**src/rtl/serving_wb_ram_bridge.sv**
```systemverilog
// serving_wb_ram_bridge: adapts a 32-bit Wishbone classic slave port onto a
// byte-wide RAM with a registered (1-cycle latency) read port. Each word
// access is split into four sequential byte accesses, lowest byte first.
module serving_wb_ram_bridge #(
  parameter int aw = 8
) (
  input  logic          i_clk,
  input  logic          i_rst,
  input  logic [aw-1:0] i_wb_adr,
  input  logic [31:0]   i_wb_dat,
  input  logic [3:0]    i_wb_sel,
  input  logic          i_wb_we,
  input  logic          i_wb_cyc,
  output logic [31:0]   o_wb_rdt,
  output logic          o_wb_ack,
  output logic [aw-1:0] o_waddr,
  output logic [7:0]    o_wdata,
  output logic          o_wen,
  output logic [aw-1:0] o_raddr,
  output logic          o_ren,
  input  logic [7:0]    i_rdata
);

  typedef enum logic [1:0] {
    IDLE  = 2'd0,
    WRITE = 2'd1,
    READ  = 2'd2,
    ACK   = 2'd3
  } state_t;

  state_t state, state_nxt;
  logic [1:0] cnt, cnt_nxt;
  logic       latch;

  // Latched request. The word address drops the two byte-lane bits; the
  // byte counter supplies them during the sequence, so there is never a
  // carry into the word address. Direction is carried by WRITE vs READ.
  logic [aw-3:0]   adr_q;
  logic [3:0][7:0] dat_q;
  logic [3:0]      sel_q;

  // Read-capture pipeline: one stage matching the RAM read latency.
  logic            rvalid;
  logic [1:0]      ridx;
  logic [3:0][7:0] rdt_q;

  // Byte-lane address bits are architecturally ignored.
  logic unused_adr_lsb;
  assign unused_adr_lsb = ^i_wb_adr[1:0];

  // State and byte-counter register.
  always_ff @(posedge i_clk) begin
    if (i_rst) begin
      state <= IDLE;
      cnt   <= 2'd0;
    end else begin
      state <= state_nxt;
      cnt   <= cnt_nxt;
    end
  end

  // Request capture; only loaded when IDLE accepts a new cycle.
  always_ff @(posedge i_clk) begin
    if (i_rst) begin
      adr_q <= '0;
      dat_q <= '0;
      sel_q <= '0;
    end else if (latch) begin
      adr_q <= i_wb_adr[aw-1:2];
      dat_q <= i_wb_dat;
      sel_q <= i_wb_sel;
    end
  end

  // Next-state and RAM-side outputs; everything idles at zero outside
  // WRITE/READ so reset leaves all outputs low.
  always_comb begin
    state_nxt = state;
    cnt_nxt   = cnt;
    latch     = 1'b0;
    o_waddr   = '0;
    o_wdata   = '0;
    o_wen     = 1'b0;
    o_raddr   = '0;
    o_ren     = 1'b0;
    o_wb_ack  = 1'b0;
    case (state)
      IDLE: begin
        if (i_wb_cyc) begin
          latch     = 1'b1;
          cnt_nxt   = 2'd0;
          state_nxt = i_wb_we ? WRITE : READ;
        end
      end
      WRITE: begin
        o_waddr = {adr_q, cnt};
        o_wdata = dat_q[cnt];
        o_wen   = sel_q[cnt];
        cnt_nxt = cnt + 2'd1;
        if (cnt == 2'd3) state_nxt = ACK;
      end
      READ: begin
        o_raddr = {adr_q, cnt};
        o_ren   = 1'b1;
        cnt_nxt = cnt + 2'd1;
        if (cnt == 2'd3) state_nxt = ACK;
      end
      ACK: begin
        // A read reaches ACK while its last byte is still in flight from
        // the RAM; hold off the ack one cycle until it has been captured.
        if (!rvalid) begin
          o_wb_ack  = 1'b1;
          state_nxt = IDLE;
        end
      end
      default: state_nxt = IDLE;
    endcase
  end

  // Capture each read byte one cycle after its read enable, into the lane
  // given by the counter value that issued it.
  always_ff @(posedge i_clk) begin
    if (i_rst) begin
      rvalid <= 1'b0;
      ridx   <= 2'd0;
      rdt_q  <= '0;
    end else begin
      rvalid <= o_ren;
      ridx   <= cnt;
      if (rvalid) rdt_q[ridx] <= i_rdata;
    end
  end

  assign o_wb_rdt = rdt_q;

endmodule

```
**config.mk**
```make
export PLATFORM = sky130hd
export DESIGN_NAME = serving_wb_ram_bridge
export DESIGN_NICKNAME = d
export VERILOG_FILES = /design/src/rtl/serving_wb_ram_bridge.sv
export SDC_FILE = /design/constraint.sdc
export NUM_CORES = 1
export LEC_CHECK = 0
export BUFFER_PORTS_ARGS = -buffer_cell sky130_fd_sc_hd__buf_2
export CORE_ASPECT_RATIO = 1.1
export CORE_MARGIN = 10
export CORE_UTILIZATION = 26
export DETAILED_ROUTE_END_ITERATION = 10
export HOLD_SLACK_MARGIN = 0.05
export PLACE_DENSITY = 0.44
export RECOVER_POWER = 100
export SLEW_MARGIN = 20
export SYNTH_ARGS = -nofsm -noshare
export SYNTH_HDL_FRONTEND = slang
export SYNTH_SLANG_ARGS = --single-unit
```
**constraint.sdc**
```tcl
create_clock -name i_clk -period 2 [get_ports i_clk]
set_input_delay 0.3 -clock i_clk [delete_from_list [all_inputs] [get_ports i_clk]]
set_output_delay 0.3 -clock i_clk [all_outputs]
set_load 0.005 [all_outputs]
```
# [Word level (Yosys, flattened, before mapping)]
# Cells that the tools add are included.
[totals] elab_cells=54 register_bits=81 inputBits=56 output_inout_bits=59
[classes] eq_ne=7 n_addsub=1 n_reduce_logical=6 mux=23 magnitude_cmp=3
[ops] operator="$mux 8" n=5
[ops] operator="$bwmux 32" n=1
[ops] operator="$bmux 8 s2" n=1
[ops] operator="$demux 8 s2" n=1
[ops] operator="$mux 2" n=5
[ops] operator="$mux 1" n=7
[ops] operator="$eq 2x2->1 const B" n=3
[ops] operator="$lt 2x3->1 const B" n=2
[ops] operator="$pmux 2 s3" n=1
[ops] operator="$ne 2x2->1 const B" n=2
[ops] operator="$pmux 2 s2" n=1
[ops] operator="$reduce_and 3->1" n=1
[ops] operator="$add 2x1->2 const B" n=1
[ops] operator="$bmux 1 s2" n=1
[ops] operator="$eq 2x1->1 const B" n=1
[ops] operator="$ge 2x1->1 const B" n=1
[ops] operator="$logic_not 2->1" n=1
[ops] operator="$ne 2x1->1 const B" n=1
[ops] operator="$reduce_and 2->1" n=1
[ops] operator="$reduce_bool 2->1" n=1
[ops] operator="$reduce_or 2->1" n=1
[ops] operator="$logic_and 1x1->1" n=1

# [Longest topological paths before layout]
[logic_depth] ltp_word=5 ltp_mapped=7 depth_no_buf=5

# [Worst setup path after synthesis]
# Ideal clock, no wire load.
[synth_timing] kind="flip-flop to output port" start="reg cnt[0]" end="out o_wdata[0]" path_buffers=2 arrival_ns=1.209 stages_incl_launch_ff=5 slack_ns=0.491 required_ns=1.700 path_cell_list="dfxtp_1 -> buf_6 -> buf_12 -> mux4_2 -> and2_1"
[synth_via] elab_chain_len=3
[synth_lines] item="from (decl)" line_no="32" rtl="logic [1:0] cnt, cnt_nxt;"
[synth_lines] item="from (signal assigned)" line_no="58" rtl="cnt <= cnt_nxt;"
[synth_lines] item="$bmux 8 s2" line_no="97" rtl="o_wdata = dat_q[cnt];"
[synth_lines] item="$mux 8 (not written as such)" line_no="97"
[synth_lines] item="$mux 8" line_no="87" rtl="case (state)"
[synth_lines] item="to (decl)" line_no="17" rtl="output logic [7:0] o_wdata,"
# No other way between the ends. The select of a mux whose other input is x is not followed.

# [Worst setup path after layout]
[layout_timing] start="reg cnt[0]" end="out o_wen"
[layout_via] elab_chain_len=3
[layout_lines] item="$bmux 1 s2" line_no="98" rtl="o_wen = sel_q[cnt];"
[layout_lines] item="$mux 1 (not written as such)" line_no="98"
[layout_lines] item="$mux 1" line_no="87"
[layout_lines] item="to (decl)" line_no="18" rtl="output logic o_wen,"
# No other way between the ends. The select of a mux whose other input is x is not followed.

==> summary.md <==
| Metric | Value |
|---|---|
| Number of global-route vias before repair | `2,955` |
| Gr ovfl total | `0` |
| Clock tree from TritonCTS | `yes` |
| CTS Buffer Depth | `2` |
| Core Rows | `43` |
| Reg clk slew, reported paths | `60 ps` |
| Count of final hold-check violations | `0` |
| Total of buffers placed on input and output ports | `112` |
| Detailed placement HPWL | `6810 um` |
| Cell Count, Final, Fillers Out | `635` |
| Startpoint of the most critical register-to-register path | `state[0]` |
| Post-synthesis mux area share | `0.165` |
| Setup violation total in the final timing report | `0` |
| Fraction of the mapped netlist area in compound gates | `0.0730` |
| Antenna violations before repair | `0` |
| Buffer cell driving the clock tree root | `clkbuf_16` |
| Number of buffer and inverter stages on the critical path | `2` |
| Final wirelength | `9570 um` |
| Number of routed nets with antenna violations | `0` |
| Hold Crit Start | `i_wb_dat[21]` |
| Crit path DAT | `1630 ps` |
| Filler cell count | `1,368` |
| Crit start category | `register` |
| Slowest Stage Delay on Critical Path | `500 ps` |
| Pin count of the biggest net entering global routing | `77` |
| Run status | `complete, no violations` |
| Count of pins on the block boundary | `115` |
| Antenna diode instance count | `0` |
| Post-Synthesis Mean Instance Area | `9.11 um2` |
| CP Data Required Time | `1700 ps` |
| Max_slew headroom | `0.0317` |
| # nets final | `534` |
| Slew at the pin with the worst max-slew slack | `1450 ps` |
| Initial DRC Count | `99` |
| Die Y-Extent | `139 um` |
| Critical-path cell with the highest stage delay | `mux4_2` |
| Count of pins over their slew limit | `0` |
| Count of different cell masters after synthesis | `24` |
| Global placer's final weighted congestion | `0.763` |
| Share of the yosys chip area belonging to registers | `0.487` |
| Final routed DRC violation total | `0` |
| WL per Instance | `15.1 um` |
| Fraction of the core area covered by cells at the end of the flow | `0.347` |
| Post-Synth Adder-Cell Area | `0.0188` |
| CTS H-Tree Depth | `3` |
| Hold-fix buffer count after cts | `0` |
| Critical Path, Cell by Cell | `buf_12 > mux4_2 > and2_4 > buf_2` |
| CP Class | `register to output port` |
| Ratio of cells with drive above 1 in the final layout | `0.234` |
| Die Span X | `128 um` |
| Combinational family with the most area after synthesis | `simple AND/OR/NAND/NOR gates` |
| Total routing resource utilization after global routing | `0.107` |
| Synthesized cell area | `3330 um2` |
| Highest ir drop seen on vdd | `0.000379 V` |
| Floorplan die area | `17,700 um2` |
| Wire length of the first global-routing pass | `15,400 um` |
| Top achievable clock speed | `0.518 GHz` |
| Core ar. | `12,600 um2` |
| Initial core utilization | `0.264` |
| Final sum of negative setup slack | `0 ps` |
| Count of synthesis-stage warnings from yosys | `0` |
| Post-layout minimum cycle time | `1930 ps` |
| Synthesized netlist net count | `426` |
| Dominant delay contributor by cell family on the critical path | `multiplexers` |
| Static power due to leakage | `1.93 nW` |
| Area added between synthesis and finish | `31.1%` |
| Design area | `4360 um2` |
| Post-synthesis share of cell area spent on xor and xnor gates | `0` |
| Power density normalized to cell area | `1130 nW/um2` |
| Sinks on Clock Net | `81` |
| Hold WC Path Type | `input port to register` |
| Setup repair after global routing missed its margin | `true` |
| Crit path from | `cnt[0]` |
| Vias after detailed routing | `2,841` |
| Avg Vias per Cell | `4.47` |
| Synth Area in Simple Gates | `0.214` |
| Critical-path maximum fanout | `8` |
| Yosys reg bits | `81` |
| Worst-case clock skew | `4.31 ps` |
| Area post-placement | `4070 um2` |
| TritonCTS Buffers | `9` |
| Placed Cells incl. Taps | `618` |
| Final worst path period share | `0.965` |
| Number of violations of the max-capacitance limit | `0` |
| Insertion delay of the later-clocked pin in the worst-skew pair | `340 ps` |
| Drt first pass iters | `4` |
| Gate Count Post-Synth | `365` |
| Crit end category | `output port` |
-- path summary, 6_finish.rpt --
| kind | depth (start not counted) | end | slack, ps |
|---|---|---|---|
| max | 4 | o_wen | 70 |
| min | 3 | dat_q[21] | 190 |
| max reg2reg | 6 | dat_q[12] | 240 |
| min reg2reg | 2 | dat_q[22] | 450 |
-- worst reg2reg max path, cell delays in order, from the launching register on --
cell,delay [ps]
dfxtp_1,340
inv_1,90
ha_1,270
and2_0,180
buf_2,490
nand2_1,170
a21oi_1,140
-- cell usage in the layout (no fill, tap or decap), types with 2 or more instances in the layout --
cell,synthesis,final
a21oi_1,44,44
and2_0,1,5
and2_1,25,16
and2_4,0,5
buf_12,1,3
buf_2,8,70
buf_4,0,4
buf_6,1,3
bufinv_16,0,2
clkbuf_1,15,43
clkbuf_16,0,9
clkinv_4,0,2
dfxtp_1,81,80
ha_1,5,4
inv_1,3,3
mux2i_1,33,33
mux4_2,5,9
nand2_1,88,88
nand2b_1,3,3
nand3_1,4,4
nand3b_1,3,3
nor2_1,32,32
nor2b_1,4,4
-- synthesized netlist by cell type --
| cell type | n | area, um2 |
|---|---|---|
| nand3_1 | 4 | 20.0 |
| a311oi_1 | 1 | 8.76 |
| a21oi_1 | 44 | 220 |
| and2_0 | 1 | 6.26 |
| clkbuf_1 | 15 | 56.3 |
| mux2i_1 | 33 | 330 |
| nand3b_1 | 3 | 22.5 |
| nor2_1 | 32 | 120 |
| a31oi_1 | 1 | 6.26 |
| buf_6 | 1 | 11.3 |
| buf_12 | 1 | 20.0 |
| ha_1 | 5 | 62.6 |
| nand2b_1 | 3 | 18.8 |
| inv_1 | 3 | 11.3 |
| buf_2 | 8 | 40.0 |
| mux4_2 | 5 | 113 |
| mux4_1 | 4 | 105 |
| and2_1 | 25 | 156 |
| dfxtp_1 | 81 | 1620 |
| nand2_1 | 88 | 330 |
| nor2b_1 | 4 | 25.0 |
| o211ai_1 | 1 | 7.51 |
| nor3b_1 | 1 | 7.51 |
| and3_1 | 1 | 6.26 |
-- layer usage --
metal | GRT usage | wire length (um) | vias to the layer above
met2 | 0.170 | 4430 | 77
met3 | 0.0459 | 697 | 11
met5 | 0 | 0 | -
met1 | 0.124 | 4320 | 1330
met4 | 0.0409 | 125 | 0
li1 | - | - | 1423
-- report_power, final --
group	switching, W	total, W	internal, W
clock network	0.000676	0.00181	0.00114
registers	0.000127	0.00195	0.00182
logic	0.000623	0.00117	0.000548
-- cell type report --
| type | instances | area, um2 | area share |
|---|---|---|---|
| flip-flops and latches | 81 | 1620 | 0.372 |
| multi-input cells | 256 | 1570 | 0.360 |
| repair buffers | 122 | 632 | 0.145 |
| clock buffers | 11 | 243 | 0.0556 |
| well taps | 157 | 196 | 0.0450 |
| clock inverters | 5 | 86.3 | 0.0198 |
| inverters | 3 | 11.3 | 0.00258 |
-- flip-flops by register name, summed over array words and instances (netlist names) --
| signal | cells |
|---|---|
| o_wb_rdt | 32 |
| sel_q | 4 |
| dat_q | 32 |
| ridx | 2 |
| state | 2 |
| adr_q | 6 |
| cnt | 2 |
| rvalid | 1 |
-- what timing repair did --
action                                  in CTS  in global routing
resized for setup                            5                 12
setup buffers                                1                  0
endpoints found under the setup margin      17                  8
-- kinds of logic after synthesis --
family          count (synthesis)
buf+inv                        28
flops                          81
mux                            42
fa+ha+maj                       5
compound gates                 47
simple gates                  162
-- stage by stage --
| stage | hold WS [ps] | setup slack (ps) | power [W] |
|---|---|---|---|
| after floorplan | 432 | 491 | 0.00273 |
| after global placement | 442 | 282 | 0.00309 |
| after detailed placement | 442 | 270 | 0.00312 |
| after CTS | 178 | 0.714 | 0.00500 |
| after global routing | 188 | 0.102 | 0.00525 |
| final | 190 | 70.0 | 0.00493 |
(Power assumes the default switching activity.)
